<file path="config.mk">
export PLATFORM = sky130hd
export DESIGN_NAME = lcd_ctrl
export DESIGN_NICKNAME = d
export VERILOG_FILES = /design/src/rtl/lcd_ctrl.sv
export SDC_FILE = /design/constraint.sdc
export NUM_CORES = 1
export LEC_CHECK = 0
export CAP_MARGIN = 20
export CORE_ASPECT_RATIO = 0.7
export CORE_MARGIN = 4
export CORE_UTILIZATION = 54
export CTS_CLUSTER_DIAMETER = 80
export DETAILED_ROUTE_END_ITERATION = 7
export PLACE_DENSITY = 0.86
export SLEW_MARGIN = 20
export SYNTH_ARGS = -nofsm -noshare
export SYNTH_HDL_FRONTEND = slang
export SYNTH_SLANG_ARGS = --single-unit
</file>
<file path="constraint.sdc">
create_clock -name clk_i -period 2.94 [get_ports clk_i]
set_clock_uncertainty 0.05 [all_clocks]
set_input_delay 0.882 -clock clk_i [delete_from_list [all_inputs] [get_ports clk_i]]
set_output_delay 0.882 -clock clk_i [all_outputs]
set_load 0.01 [all_outputs]
</file>
<file path="src/rtl/lcd_ctrl.sv">
// -----------------------------------------------------------------------------
// lcd_ctrl
//
// Purpose:
//   Consumes the data memory's io_lcd output register and turns software
//   request words into HD44780-style 8-bit write cycles on the LCD pins:
//   setup, enable pulse, hold, then the execution wait the LCD needs before it
//   accepts the next write. After reset it waits the LCD power-up time and
//   issues a fixed 4-command init sequence. Only after that do software
//   requests reach the pins. Requests that arrive earlier, or while a write is
//   in flight, are held in a one-deep pending slot. A request that finds that
//   slot full is dropped and flagged.
//
// Ports:
//   clk_i        in   1   system clock
//   rst_ni       in   1   asynchronous active-low reset
//   io_lcd_i     in  32   request word: [31] LCD on, [10] start (rising edge),
//                         [9] RS, [7:0] data; other bits unused
//   lcd_on_o     out  1   LCD power/backlight (io_lcd_i[31], one cycle later)
//   lcd_en_o     out  1   LCD E pin
//   lcd_rs_o     out  1   LCD RS pin
//   lcd_rw_o     out  1   LCD RW pin, always write (0)
//   lcd_data_o   out  8   LCD DB[7:0]
//   busy_o       out  1   controller not idle or a request is pending
//   init_done_o  out  1   init sequence has completed
//   ovf_o        out  1   sticky: a request was dropped
// -----------------------------------------------------------------------------
module lcd_ctrl #(
    parameter int T_PWRUP = 750000,
    parameter int T_SETUP = 4,
    parameter int T_PULSE = 25,
    parameter int T_HOLD  = 4,
    parameter int T_EXEC  = 2000,
    parameter int T_CLEAR = 82000,
    parameter int CW      = 20
) (
    input  logic        clk_i,
    input  logic        rst_ni,
    input  logic [31:0] io_lcd_i,
    output logic        lcd_on_o,
    output logic        lcd_en_o,
    output logic        lcd_rs_o,
    output logic        lcd_rw_o,
    output logic [7:0]  lcd_data_o,
    output logic        busy_o,
    output logic        init_done_o,
    output logic        ovf_o
);

    typedef enum logic [2:0] {
        S_PWRUP,
        S_IDLE,
        S_SETUP,
        S_PULSE,
        S_HOLD,
        S_EXEC
    } state_t;

    // A state lasting N cycles is entered with the counter at N-1 and left on
    // the cycle the counter reads zero.
    localparam logic [CW-1:0] L_PWRUP = CW'(T_PWRUP - 1);
    localparam logic [CW-1:0] L_SETUP = CW'(T_SETUP - 1);
    localparam logic [CW-1:0] L_PULSE = CW'(T_PULSE - 1);
    localparam logic [CW-1:0] L_HOLD  = CW'(T_HOLD - 1);
    localparam logic [CW-1:0] L_EXEC  = CW'(T_EXEC - 1);
    localparam logic [CW-1:0] L_CLEAR = CW'(T_CLEAR - 1);

    // Init sequence: 8-bit/2-line, display on, clear, entry mode increment.
    function automatic logic [7:0] init_word(input logic [1:0] idx);
        logic [7:0] w;
        case (idx)
            2'd0:    w = 8'h38;
            2'd1:    w = 8'h0C;
            2'd2:    w = 8'h01;
            default: w = 8'h06;
        endcase
        return w;
    endfunction

    // Registers
    state_t        r_state;
    logic [CW-1:0] r_cnt;
    logic [1:0]    r_init_idx;
    logic          r_pend;
    logic [8:0]    r_pend_word;   // {RS, data}
    logic          r_start_q;
    logic          r_on;
    logic          r_en;
    logic          r_rs;
    logic [7:0]    r_data;
    logic          r_busy;
    logic          r_init_done;
    logic          r_ovf;

    // Next-state / combinational wires
    state_t        w_state_nx;
    logic [CW-1:0] w_cnt_nx;
    logic [1:0]    w_init_idx_nx;
    logic          w_pend_nx;
    logic [8:0]    w_pend_word_nx;
    logic          w_rs_nx;
    logic [7:0]    w_data_nx;
    logic          w_init_done_nx;
    logic          w_ovf_nx;
    logic          w_accept;
    logic          w_req;
    logic [8:0]    w_req_word;
    logic          w_cnt_zero;
    logic          w_is_clear;
    logic [CW-1:0] w_exec_load;
    logic          w_unused;

    assign w_req      = io_lcd_i[10] & ~r_start_q;
    assign w_req_word = {io_lcd_i[9], io_lcd_i[7:0]};
    assign w_cnt_zero = (r_cnt == '0);

    // Clear and home need the long execution wait. RS and data are stable
    // from SETUP onwards, so the word driving the pins decides the wait.
    assign w_is_clear  = ~r_rs & ((r_data == 8'h01) | (r_data == 8'h02));
    assign w_exec_load = w_is_clear ? L_CLEAR : L_EXEC;

    // Bit 8 and the reserved bits of the dmem register carry no meaning here.
    assign w_unused = ^{io_lcd_i[30:11], io_lcd_i[8]};

    // -------------------------------------------------------------------------
    // Next-state, counter, queue and status logic
    // -------------------------------------------------------------------------
    always_comb begin
        w_state_nx     = r_state;
        w_cnt_nx       = w_cnt_zero ? r_cnt : (r_cnt - CW'(1));
        w_init_idx_nx  = r_init_idx;
        w_pend_nx      = r_pend;
        w_pend_word_nx = r_pend_word;
        w_rs_nx        = r_rs;
        w_data_nx      = r_data;
        w_init_done_nx = r_init_done;
        w_ovf_nx       = r_ovf;
        w_accept       = 1'b0;

        case (r_state)
            S_PWRUP: begin
                if (w_cnt_zero) begin
                    w_state_nx    = S_SETUP;
                    w_cnt_nx      = L_SETUP;
                    w_init_idx_nx = 2'd0;
                    w_rs_nx       = 1'b0;
                    w_data_nx     = init_word(2'd0);
                end
            end

            S_IDLE: begin
                // The pending slot is served first; a request arriving in the
                // same cycle refills the slot freed here.
                if (r_pend) begin
                    w_state_nx             = S_SETUP;
                    w_cnt_nx               = L_SETUP;
                    {w_rs_nx, w_data_nx}   = r_pend_word;
                    w_pend_nx              = 1'b0;
                end else if (w_req && r_init_done) begin
                    w_state_nx             = S_SETUP;
                    w_cnt_nx               = L_SETUP;
                    {w_rs_nx, w_data_nx}   = w_req_word;
                    w_accept               = 1'b1;
                end else begin
                    w_cnt_nx = '0;
                end
            end

            S_SETUP: begin
                if (w_cnt_zero) begin
                    w_state_nx = S_PULSE;
                    w_cnt_nx   = L_PULSE;
                end
            end

            S_PULSE: begin
                if (w_cnt_zero) begin
                    w_state_nx = S_HOLD;
                    w_cnt_nx   = L_HOLD;
                end
            end

            S_HOLD: begin
                if (w_cnt_zero) begin
                    w_state_nx = S_EXEC;
                    w_cnt_nx   = w_exec_load;
                end
            end

            S_EXEC: begin
                if (w_cnt_zero) begin
                    if (r_init_idx != 2'd3) begin
                        // Still inside the init sequence: chain the next word.
                        w_init_idx_nx = r_init_idx + 2'd1;
                        w_state_nx    = S_SETUP;
                        w_cnt_nx      = L_SETUP;
                        w_rs_nx       = 1'b0;
                        w_data_nx     = init_word(r_init_idx + 2'd1);
                    end else begin
                        // Last init word or a software write has finished.
                        // The index stays at 3 so later writes end here too.
                        w_state_nx     = S_IDLE;
                        w_cnt_nx       = '0;
                        w_init_done_nx = 1'b1;
                    end
                end
            end

            default: begin
                w_state_nx = S_PWRUP;
                w_cnt_nx   = L_PWRUP;
            end
        endcase

        // A request not started directly goes to the pending slot, or is lost
        // if the slot is still occupied after this cycle's dispatch.
        if (w_req && !w_accept) begin
            if (!w_pend_nx) begin
                w_pend_nx      = 1'b1;
                w_pend_word_nx = w_req_word;
            end else begin
                w_ovf_nx = 1'b1;
            end
        end
    end

    // -------------------------------------------------------------------------
    // State and output registers
    // -------------------------------------------------------------------------
    always_ff @(posedge clk_i or negedge rst_ni) begin
        if (!rst_ni) begin
            r_state     <= S_PWRUP;
            r_cnt       <= L_PWRUP;
            r_init_idx  <= 2'd0;
            r_pend      <= 1'b0;
            r_pend_word <= '0;
            r_start_q   <= 1'b0;
            r_on        <= 1'b0;
            r_en        <= 1'b0;
            r_rs        <= 1'b0;
            r_data      <= '0;
            r_busy      <= 1'b1;
            r_init_done <= 1'b0;
            r_ovf       <= 1'b0;
        end else begin
            r_state     <= w_state_nx;
            r_cnt       <= w_cnt_nx;
            r_init_idx  <= w_init_idx_nx;
            r_pend      <= w_pend_nx;
            r_pend_word <= w_pend_word_nx;
            r_start_q   <= io_lcd_i[10];
            r_on        <= io_lcd_i[31];
            // EN and busy are registered from the next state so they switch
            // on the same edge as the state they describe.
            r_en        <= (w_state_nx == S_PULSE);
            r_rs        <= w_rs_nx;
            r_data      <= w_data_nx;
            r_busy      <= (w_state_nx != S_IDLE) | w_pend_nx;
            r_init_done <= w_init_done_nx;
            r_ovf       <= w_ovf_nx;
        end
    end

    assign lcd_on_o    = r_on;
    assign lcd_en_o    = r_en;
    assign lcd_rs_o    = r_rs;
    assign lcd_rw_o    = 1'b0;
    assign lcd_data_o  = r_data;
    assign busy_o      = r_busy;
    assign init_done_o = r_init_done;
    assign ovf_o       = r_ovf;

endmodule

</file>
==> results of run 1 <==
-- routing by layer --
metal	vias to the layer above	routed length, um	GRT usage (%)
met2	118	3100	30.4
met4	0	63	4.83
met5	-	0	0
met3	9	651	6.39
met1	1227	3540	34.8
li1	1207	-	-
-- logic make-up after synthesis --
family | count (synthesis) | share of synthesized area [%]
compound gates | 80 | 17.6
xor+xnor | 13 | 3.80
fa+ha+maj | 6 | 2.51
buf+inv | 31 | 4.85
flops | 50 | 42.4
mux | 21 | 7.48
other cells | 1 | 0.125
simple gates | 115 | 21.2
-- stage by stage --
stage | total power, mW | worst slack [ps] | instance area, sq um | hold slack [ps]
floorplan | 0.761 | 648 | 2990 | 429
detailed placement | 0.803 | 275 | 3310 | 415
global route | 1.34 | 268 | 3420 | 475
global placement | 0.797 | 358 | 3310 | 412
finish | 1.28 | 391 | 3420 | 437
CTS | 1.28 | 414 | 3420 | 444
-- sequential cells by signal (all words and copies together), names as in the netlist --
register	count
ovf_o	1
r_pend	1
busy_o	1
lcd_rs_o	1
lcd_en_o	1
r_state	3
lcd_data_o	8
r_start_q	1
r_cnt	20
lcd_on_o	1
r_init_idx	2
r_pend_word	9
init_done_o	1
-- power breakdown --
group	internal, mW	switching [mW]	total [mW]
logic	0.0375	0.0310	0.0685
registers	0.710	0.0109	0.721
clock network	0.251	0.240	0.491
total	0.998	0.282	1.28
-- synth_stat cells (2+ instances only) --
library cell	instances
nor4_1	7
nand4_1	4
a22oi_1	3
xor2_1	7
nor3_1	11
dfstp_2	14
and3_1	2
clkbuf_1	11
mux2_2	11
mux2i_1	10
or2_2	2
o21ai_2	2
nand3_1	12
or3_1	5
buf_2	2
a31oi_1	3
ha_1	6
o22ai_1	3
or4_4	2
or4_1	7
o211ai_1	6
nor3b_1	2
inv_1	12
o21bai_1	2
o31ai_1	4
buf_6	3
buf_1	2
nor2b_1	2
a221oi_1	3
a21oi_1	13
nand2b_1	2
nand2_1	25
nor2_1	23
xnor2_1	6
dfrtp_1	36
o21ai_0	26
-- path summary, 6_finish.rpt --
kind                       slack [ps]                  end
min in group asynchronous         610  r_cnt[18]$_DFF_PN0_
max reg2reg                       390   r_cnt[9]$_DFF_PN0_
min reg2reg                       440    ovf_o$_DFFE_PN0P_
max                               390   r_cnt[9]$_DFF_PN0_
max in group asynchronous        1790  r_start_q$_DFF_PN0_
min                               440    ovf_o$_DFFE_PN0P_
-- cell usage in the layout (no fill, tap or decap), types with 12 or more instances in the layout --
cell type | Yosys | final
clkdlybuf4s50_1 | 0 | 25
o21ai_0 | 26 | 26
nand3_1 | 12 | 12
nand2_1 | 25 | 25
dfstp_2 | 14 | 14
a21oi_1 | 13 | 13
dfrtp_1 | 36 | 36
nor2_1 | 23 | 23
inv_1 | 12 | 12
-- worst reg2reg max path, stage by stage (launching register included) --
cell     delay [ps]
dfrtp_1         460
or4_1           610
or4_4           610
nor4_4          310
nor2_1          100
o31ai_1         300
-- final cells by class --
type / count / area share (%)
multi-input combinational: 236 / 46.1
sequential: 50 / 37.1
timing repair buffer: 36 / 9.65
tap: 72 / 2.63
clock buffer: 5 / 2.01
inverter: 12 / 1.32
clock inverter: 3 / 1.17
==> flow_summary_export.csv, run 1 <==
group,metric,value,unit
critical_path,r2r_cells,5,
timing,fin_setup_tns,0,ps
cells_and_area,fillers,443,
floorplanning,die_area,6820,sq um
drt,routedWlPerCell,17.8,um
min_path,whs_path_depth,1,
cells_and_area,synthToLayoutAreaGrowth,14.3,%
place,placed_cells,406,
critical_path,crit_chain,"or4_1 > or4_4 > nor4_4 > nor2_1 > o31ai_1",
logic_synthesis,ys_ff_latch,50,
timing,worstMarginPinSlew,892,ps
cells_and_area,regArea,1270,sq um
place,place.gp.congestion,0.940,
timing,rsz0062_at_grt,"false",
min_path,hold_class,"flop to flop",
critical_path,crit_path_max_incr_delay,610,ps
logic_synthesis,synth_edf_count,0,
clocking,clock_sinks,50,
critical_path,crit_start,"r_cnt[15]$_DFF_PN0_",
job,maxCapViolCount,0,
critical_path,worst_setup_path_start_kind,"flop",
cells_and_area,utilization,64.4,%
clocking,clk_root_buffer_cell,"clkbuf_8",
timing,min_period,2550,ps
drt,vias_per_cell,6.19,
clocking,cts_buffer_depth,2,
clocking,clock_insertion_delay_worst_skew,320,ps
drt,drc,0,
global_routing,antenna_found_initial,0,
global_routing,grt_usage,22.4,%
logic_synthesis,synth_area_leaders,"dfrtp_1, dfstp_2, o21ai_0",
logic_synthesis,ys_seq_area_share,42.4,%
clocking,cts_buffers,5,
logic_synthesis,yosysTopAreaCell,"dfrtp_1",
cells_and_area,drive_gt1_share,16.7,%
timing,fin_crit_sh,86.7,%
global_routing,grt_pass1_wl,12300,um
logic_synthesis,syn_area,2990,sq um
clocking,cts_setup_buffers,0,
floorplanning,initial_utilization,56.3,%
critical_path,crit_family,"simple AND/OR/NAND/NOR gates",
cells_and_area,layout.cells.non_filler,414,
logic_synthesis,async_flop_share,100,%
logic_synthesis,synth_cells,317,
critical_path,timing.rr.start,"r_cnt[15]$_DFF_PN0_",
logic_synthesis,synth_top_area_share,30.1,%
logic_synthesis,syn_area_per_cell,9.44,sq um
critical_path,crit_required,3090,ps
clocking,cts_tree,"built",
clocking,clkSlewWorstSetupHoldPaths,90,ps
timing,max-slew-margin-rel,40.2,%
pwr,vdd_drop_max,0.000277,V
timing,hold_violations,0,
critical_path,crit_fanout,7,
critical_path,crit_path_end_kind,"flop",
logic_synthesis,synth_nets,357,
cells_and_area,multiInputGateArea,1580,sq um
timing,drv_slew,0,
clocking,ctsHtreeMaxLevel,2,
critical_path,cp_num_cells,5,
critical_path,critPathSlowestCell,"or4_1",
critical_path,cp_data_arrival_time,2700,ps
floorplanning,die_w,97.0,um
drt,drt_iter0_drc,361,
floorplanning,io_pins,49,
clocking,hold_buffers,0,
drt,postRouteAntennaNets,0,
critical_path,crit_buf_inv,0,
floorplanning,fp.dieH,70.3,um
floorplanning,core_area,5310,sq um
cells_and_area,nets,381,
timing,setup_viol,0,
logic_synthesis,yosysUniqueCellTypes,62,
floorplanning,row_count,22,
cells_and_area,n_antenna_cell,0,
logic_synthesis,yosys_warnings,0,
logic_synthesis,synth-main-ff-cell,"dfrtp_1",
global_routing,grt_max_degree,51,
clocking,post_cts_resized,0,
critical_path,crit_type,"flop to flop",
run_status,status,"finished clean",
min_path,holdCritStartpoint,"ovf_o$_DFFE_PN0P_",
global_routing,grt_pass1_vias,2392,
place,port-buffer-count,26,
pwr,leakagePower,1.46,nW
global_routing,overflow,0,
drt,drt-total-wl,7350,um
drt,drt-pass1-iter-count,5,
pwr,powerDensity,374,nW/um^2
place,dpl.hpwl,5230,um
timing,fmax,392,MHz
drt,vias,2561,
(Power assumes the default switching activity.)
==> run 2, diff against run 1 <==
- CELL_PAD_IN_SITES_DETAIL_PLACEMENT: unset -> 1
- CELL_PAD_IN_SITES_GLOBAL_PLACEMENT: unset -> 1
- CORE_UTILIZATION: 54 -> 41
- PLACE_DENSITY: 0.86 -> 0.85
==> flow_summary_export.csv, run 2 (same netlist as run 1, synthesis figures left out) <==
group,metric,value,unit
timing,setup_viol,0,
global_routing,overflow,0,
floorplanning,row_count,25,
timing,fin_setup_tns,0,ps
cells_and_area,fillers,788,
critical_path,crit_chain,"or4_1 > or4_4 > nor2_8 > nand3_1 > mux2_2",
timing,worstMarginPinSlew,903,ps
critical_path,crit_fanout,13,
pwr,p_clk_share,43.6,%
cells_and_area,final_cell_mix,"dfrtp_1, o21ai_0, nand2_1, clkdlybuf4s50_1, nor2_1",
timing,rsz0062_at_grt,"false",
cells_and_area,synthToLayoutAreaGrowth,16.9,%
critical_path,r2r-end,"r_init_idx[0]$_DFFE_PN0P_",
clocking,cts_buffer_depth,2,
floorplanning,die_w,110,um
global_routing,antenna_found_initial,0,
drt,drt_iter0_drc,170,
clocking,post_cts_resized,0,
place,port-buffer-count,26,
place,place.gp.congestion,0.869,
place,dpl.hpwl,6600,um
pwr,swShare,20.6,%
pwr,leakagePower,1.49,nW
clocking,clkSlewWorstSetupHoldPaths,100,ps
global_routing,grt_pass1_wl,15200,um
drt,drt-total-wl,8850,um
min_path,min_to,"ovf_o$_DFFE_PN0P_",
drt,routedWlPerCell,20.2,um
clocking,hold_buffers,0,
cells_and_area,multiInputGateArea,1580,sq um
critical_path,crit_path_max_incr_delay,680,ps
cells_and_area,final_common_cell,"dfrtp_1",
timing,min_period,2660,ps
cells_and_area,largest-register,"r_cnt",
clocking,clk_root_buffer_cell,"clkbuf_8",
cells_and_area,nets,383,
cells_and_area,largest_register_ffs,20,
critical_path,cp_data_arrival_time,2820,ps
critical_path,crit_type,"flop to flop",
timing,fin_crit_sh,90.5,%
critical_path,crit_required,3100,ps
cells_and_area,regArea,1270,sq um
pwr,powerDensity,400,nW/um^2
floorplanning,fp.dieH,79.5,um
floorplanning,core_area,6910,sq um
pwr,vdd_drop_max,0.000175,V
min_path,hold_class,"flop to flop",
timing,fmax,376,MHz
job,maxCapViolCount,0,
pwr,combinationalPowerShare,5.0,%
critical_path,crit_path_end_kind,"flop",
critical_path,critPathSlowestCell,"or4_1",
timing,holdWs,442,ps
timing,hold_violations,0,
drt,drc,0,
cells_and_area,drive_gt1_share,17.2,%
timing,fin_ws,279,ps
global_routing,grt_pass1_vias,2809,
critical_path,r2r_cells,5,
pwr,p_seq_share,51.5,%
critical_path,worst_setup_path_start_kind,"flop",
drt,vias_per_cell,5.96,
drt,vias,2610,
clocking,ctsHtreeMaxLevel,2,
floorplanning,die_area,8750,sq um
pwr,switchingPower,288,uW
min_path,whs_path_depth,1,
global_routing,grt_usage,22.4,%
floorplanning,initial_utilization,43.3,%
run_status,status,"finished clean",
floorplanning,io_pins,49,
critical_path,timing.rr.start,"r_cnt[11]$_DFF_PN0_",
clocking,cts_tree,"built",
timing,max-slew-margin-rel,39.5,%
clocking,cts_buffers,5,
drt,drt-pass1-iter-count,4,
timing,drv_slew,0,
critical_path,crit_family,"simple AND/OR/NAND/NOR gates",
clocking,clock_insertion_delay_worst_skew,320,ps
critical_path,worst-r2r-setup-slack,280,ps
critical_path,crit_buf_inv,0,
cells_and_area,n_antenna_cell,0,
min_path,holdCritStartpoint,"ovf_o$_DFFE_PN0P_",
place,dp_slack,231,ps
pwr,power.internal,1.11,mW
clocking,clock_sinks,50,
global_routing,grt_max_degree,26,
drt,postRouteAntennaNets,0,
clocking,cts_setup_buffers,0,
run 2: cell count changes in the layout (fill, tap and decap cells not counted):
cell       delta
clkinv_2      -2
clkbuf_8      +1
buf_4         +2
bufinv_16     +1
run 2: metrics by stage:
stage               total power [mW]  instance area (sq um)  std cells  util (%)
detailed placement             0.804                   3360        430      48.5
finish                          1.40                   3500        438      50.6
CTS                             1.41                   3500        438      50.6
floorplan                      0.761                   2990        317         -
global route                    1.45                   3500        438      50.6
global placement               0.799                   3360        430      48.5
run 2: how the worst max path moves through the flow:
stage,end,slack [ps],startpoint,cells past startpoint
after floorplan,lcd_data_o[3]$_DFFE_PN0P_,650,r_cnt[11]$_DFF_PN0_,8
after global placement,r_pend_word[8]$_DFFE_PN0P_,330,io_lcd_i[10],4
after detailed placement,r_pend_word[4]$_DFFE_PN0P_,230,io_lcd_i[10],4
after CTS,r_init_idx[0]$_DFFE_PN0P_,320,r_cnt[11]$_DFF_PN0_,5
after global routing,r_cnt[19]$_DFF_PN1_,180,r_cnt[9]$_DFF_PN0_,6
final,r_init_idx[0]$_DFFE_PN0P_,280,r_cnt[11]$_DFF_PN0_,5
run 2: worst register-to-register path, cell delays in order (launching register included):
cell	delay, ps
dfrtp_1	450
or4_1	680
or4_4	570
nor2_8	250
nand3_1	220
mux2_2	330
run 2: layout make-up:
class | instances | area share (%)
flip-flops and latches | 50 | 36.3
inverters | 12 | 1.29
clock buffers | 6 | 2.36
multi-input cells | 236 | 45.1
well taps | 94 | 3.36
repair buffers | 38 | 9.87
clock inverters | 2 | 1.72
run 2: power by group through the flow:
| stage | Clock, mW | Combinational [mW] | Sequential [mW] |
|---|---|---|---|
| detailed placement | 0 | 0.0711 | 0.733 |
| global route | 0.650 | 0.0789 | 0.724 |
| global placement | 0 | 0.0688 | 0.731 |
| floorplan | 0 | 0.0307 | 0.730 |
| CTS | 0.618 | 0.0715 | 0.720 |
| finish | 0.609 | 0.0696 | 0.720 |
run 2: metal layers:
layer	share of wire (%)	up-vias	wire length, um	global-route usage (%)
met3	6.5	9	577	4.04
met1	48	1319	4220	32.8
met4	1.1	0	97	6.15
met5	0	-	0	0
li1	-	1209	-	-
met2	45	73	3950	33.7
==> run 3, diff against run 2 <==
- ABC_AREA: unset -> 1
- CORE_MARGIN: 4 -> 1.5
- CORE_UTILIZATION: 41 -> 40
==> flow_summary_export.csv, run 3 <==
group,metric,value,unit
critical_path,crit_type,"input port to flop",
clocking,hold_buffers,0,
timing,setup_viol,0,
critical_path,crit_required,3090,ps
place,place.gp.congestion,0.884,
logic_synthesis,synth.most_common_cell,"nand2_1",
clocking,cts_tree,"built",
floorplanning,fp.dieH,75.1,um
floorplanning,io_pins,49,
cells_and_area,nets,424,
timing,holdWs,434,ps
clocking,clock_sinks,50,
clocking,clk_root_buffer_cell,"clkbuf_8",
pwr,power.internal,961,uW
timing,min_period,2350,ps
global_routing,grt_pass1_vias,2559,
global_routing,grt_pass1_wl,13200,um
cells_and_area,largest-register,"r_cnt",
timing,drv_slew,0,
logic_synthesis,yosys_warnings,0,
logic_synthesis,synth_common_cells,"nand2_1, dfrtp_1, inv_1",
cells_and_area,n_antenna_cell,0,
clocking,ctsHtreeMaxLevel,2,
timing,fmax,426,MHz
critical_path,crit_fanout,18,
drt,vias_per_cell,5.04,
drt,drc,0,
logic_synthesis,syn_area,2970,sq um
pwr,p_seq_share,56.3,%
floorplanning,core_area,7250,sq um
drt,drt_iter0_drc,142,
clocking,clock_insertion_delay_worst_skew,310,ps
floorplanning,die_area,7950,sq um
clocking,clkSlewWorstSetupHoldPaths,100,ps
pwr,p_clk_share,40.5,%
floorplanning,row_count,26,
clocking,cts_buffers,5,
place,placed_cells,475,
timing,hold_violations,0,
global_routing,antenna_found_initial,0,
cells_and_area,largest_register_ffs,20,
cells_and_area,final_cell_mix,"nand2_1, dfrtp_1, inv_1",
timing,fin_crit_sh,79.9,%
place,port-buffer-count,26,
cells_and_area,fillers,896,
logic_synthesis,synth_edf_count,0,
place,postPlaceCellArea,3300,sq um
global_routing,overflow,0,
pwr,combinationalPowerShare,3.2,%
timing,rsz0062_at_grt,"false",
pwr,switchingPower,264,uW
critical_path,cpMostUsedCell,"nand2_1",
floorplanning,initial_utilization,40.9,%
cells_and_area,postLayoutCellArea,3410,sq um
min_path,hold_class,"flop to flop",
pwr,powerDensity,359,nW/um^2
clocking,cts_setup_buffers,0,
run_status,status,"finished clean",
critical_path,critPathSlowestCell,"clkdlybuf4s50_1",
drt,postRouteAntennaNets,0,
drt,routedWlPerCell,16.1,um
logic_synthesis,ys_seq_area_share,42.8,%
global_routing,grt_max_degree,28,
timing,max-slew-margin-rel,60.0,%
clocking,cts_buffer_depth,2,
cells_and_area,drive_gt1_share,20.8,%
place,dp_slack,236,ps
logic_synthesis,synth_top_area_share,30.4,%
pwr,leakagePower,1.57,nW
pwr,vdd_drop_max,0.000180,V
timing,worstMarginPinSlew,599,ps
critical_path,crit_path_max_incr_delay,470,ps
floorplanning,die_w,106,um
critical_path,crit_path_end_kind,"flop",
logic_synthesis,synth_area_leaders,"dfrtp_1, dfstp_2, nand2_1",
critical_path,worst_setup_path_start_kind,"input port",
critical_path,cp_data_arrival_time,2500,ps
logic_synthesis,synth-main-ff-cell,"dfrtp_1",
cells_and_area,layout.cells.non_filler,483,
logic_synthesis,synth_nets,398,
drt,vias,2433,
global_routing,grt_usage,21.5,%
cells_and_area,final_common_cell,"nand2_1",
drt,drt-total-wl,7770,um
logic_synthesis,ys_ff_latch,50,
place,dpl.hpwl,6010,um
clocking,post_cts_resized,0,
logic_synthesis,syn_area_per_cell,8.29,sq um
logic_synthesis,yosysTopAreaCell,"dfrtp_1",
cells_and_area,synthToLayoutAreaGrowth,15.0,%
logic_synthesis,yosysUniqueCellTypes,45,
critical_path,crit_chain,"clkdlybuf4s50_1 > inv_1 > nor2_2 > nand2_1 > nand2_1 > nor2_1 > inv_1 > nand4_4 > nand2_1 > o21ai_2",
logic_synthesis,synth_cells,358,
timing,fin_setup_tns,0,ps
pwr,swShare,21.6,%
drt,drt-pass1-iter-count,4,
timing,fin_ws,591,ps
logic_synthesis,async_flop_share,100,%
job,maxCapViolCount,0,
-- run 3: changes by cell type after synthesis, moves of 7 or more --
cell and change:
inv_2 +8, nand2_1 +63, nand3_1 +7, or4_1 -7, o21ai_1 +13, o21ai_2 +9, nand2_2 +9, mux2i_1 -10
clkbuf_1 -8, mux2_2 -11, inv_1 +23, o21ai_0 -16, nor2_4 +8
-- run 3: per-stage QoR --
stage | utilization (%) | power, mW
6_report | 47.0 | 1.23
5_1_grt | 47.0 | 1.26
4_1_cts | 47.0 | 1.24
3_5_place_dp | 45.5 | 0.743
3_3_place_gp | 45.5 | 0.742
2_1_floorplan | - | 0.710
-- run 3: final cells by class --
type	instances	area (sq um)	area share, %
inverters	44	168	4.92
well taps	98	123	3.60
flip-flops and latches	50	1270	37.2
clock inverters	2	37.5	1.10
clock buffers	6	72.6	2.13
multi-input cells	255	1470	43.1
repair buffers	28	270	7.92
-- run 3: cells by family after synthesis --
family | after synthesis | synth area share, %
buffers and inverters | 53 | 7.63
multiplexers | 1 | 0.380
other | 1 | 0.126
adder cells (fa/ha/maj) | 6 | 2.53
AO/OA/AOI/OAI | 59 | 12.7
XOR/XNOR | 13 | 3.84
AND/OR/NAND/NOR | 175 | 30.0
flip-flops | 50 | 42.8
-- run 3: worst paths after layout --
path                                          start                    endpoint  slack [ps]  depth (start not counted)
worst max-delay path                   io_lcd_i[10]   lcd_data_o[4]$_DFFE_PN0P_         590                         10
worst min-delay path            r_cnt[18]$_DFF_PN0_         r_cnt[18]$_DFF_PN0_         430                          1
worst max register to register   r_cnt[0]$_DFF_PN1_         r_cnt[18]$_DFF_PN0_         810                         11
worst min register to register  r_cnt[18]$_DFF_PN0_         r_cnt[18]$_DFF_PN0_         430                          1
max in group asynchronous                    rst_ni         r_cnt[14]$_DFF_PN1_        1630                          2
min in group asynchronous                    rst_ni  r_pend_word[3]$_DFFE_PN0P_         510                          1
-- run 3: power by group through the flow --
stage          combinational [mW]  sequential, mW  clock (mW)
6_report                   0.0390           0.690       0.497
3_3_place_gp               0.0390           0.703           0
2_1_floorplan             0.00636           0.703           0
4_1_cts                    0.0408           0.690       0.508
5_1_grt                    0.0447           0.690       0.526
3_5_place_dp               0.0406           0.703           0
-- run 3: layer usage --
metal  vias to the layer above  wire length [um]  global-route usage [%]
li1                       1194                 -                       -
met1                      1192              3940                    30.4
met2                        39              3580                    36.2
met3                         8               195                    2.86
met4                         0                51                    4.05
met5                         -                 0                       0
-- run 3: worst max-delay path: cells and delay by family --
| family | cells | cell delay, ps |
|---|---|---|
| AOI/OAI and AO/OA | 1 | 60 |
| buffers and inverters | 3 | 660 |
| and+or+nand+nor | 6 | 900 |
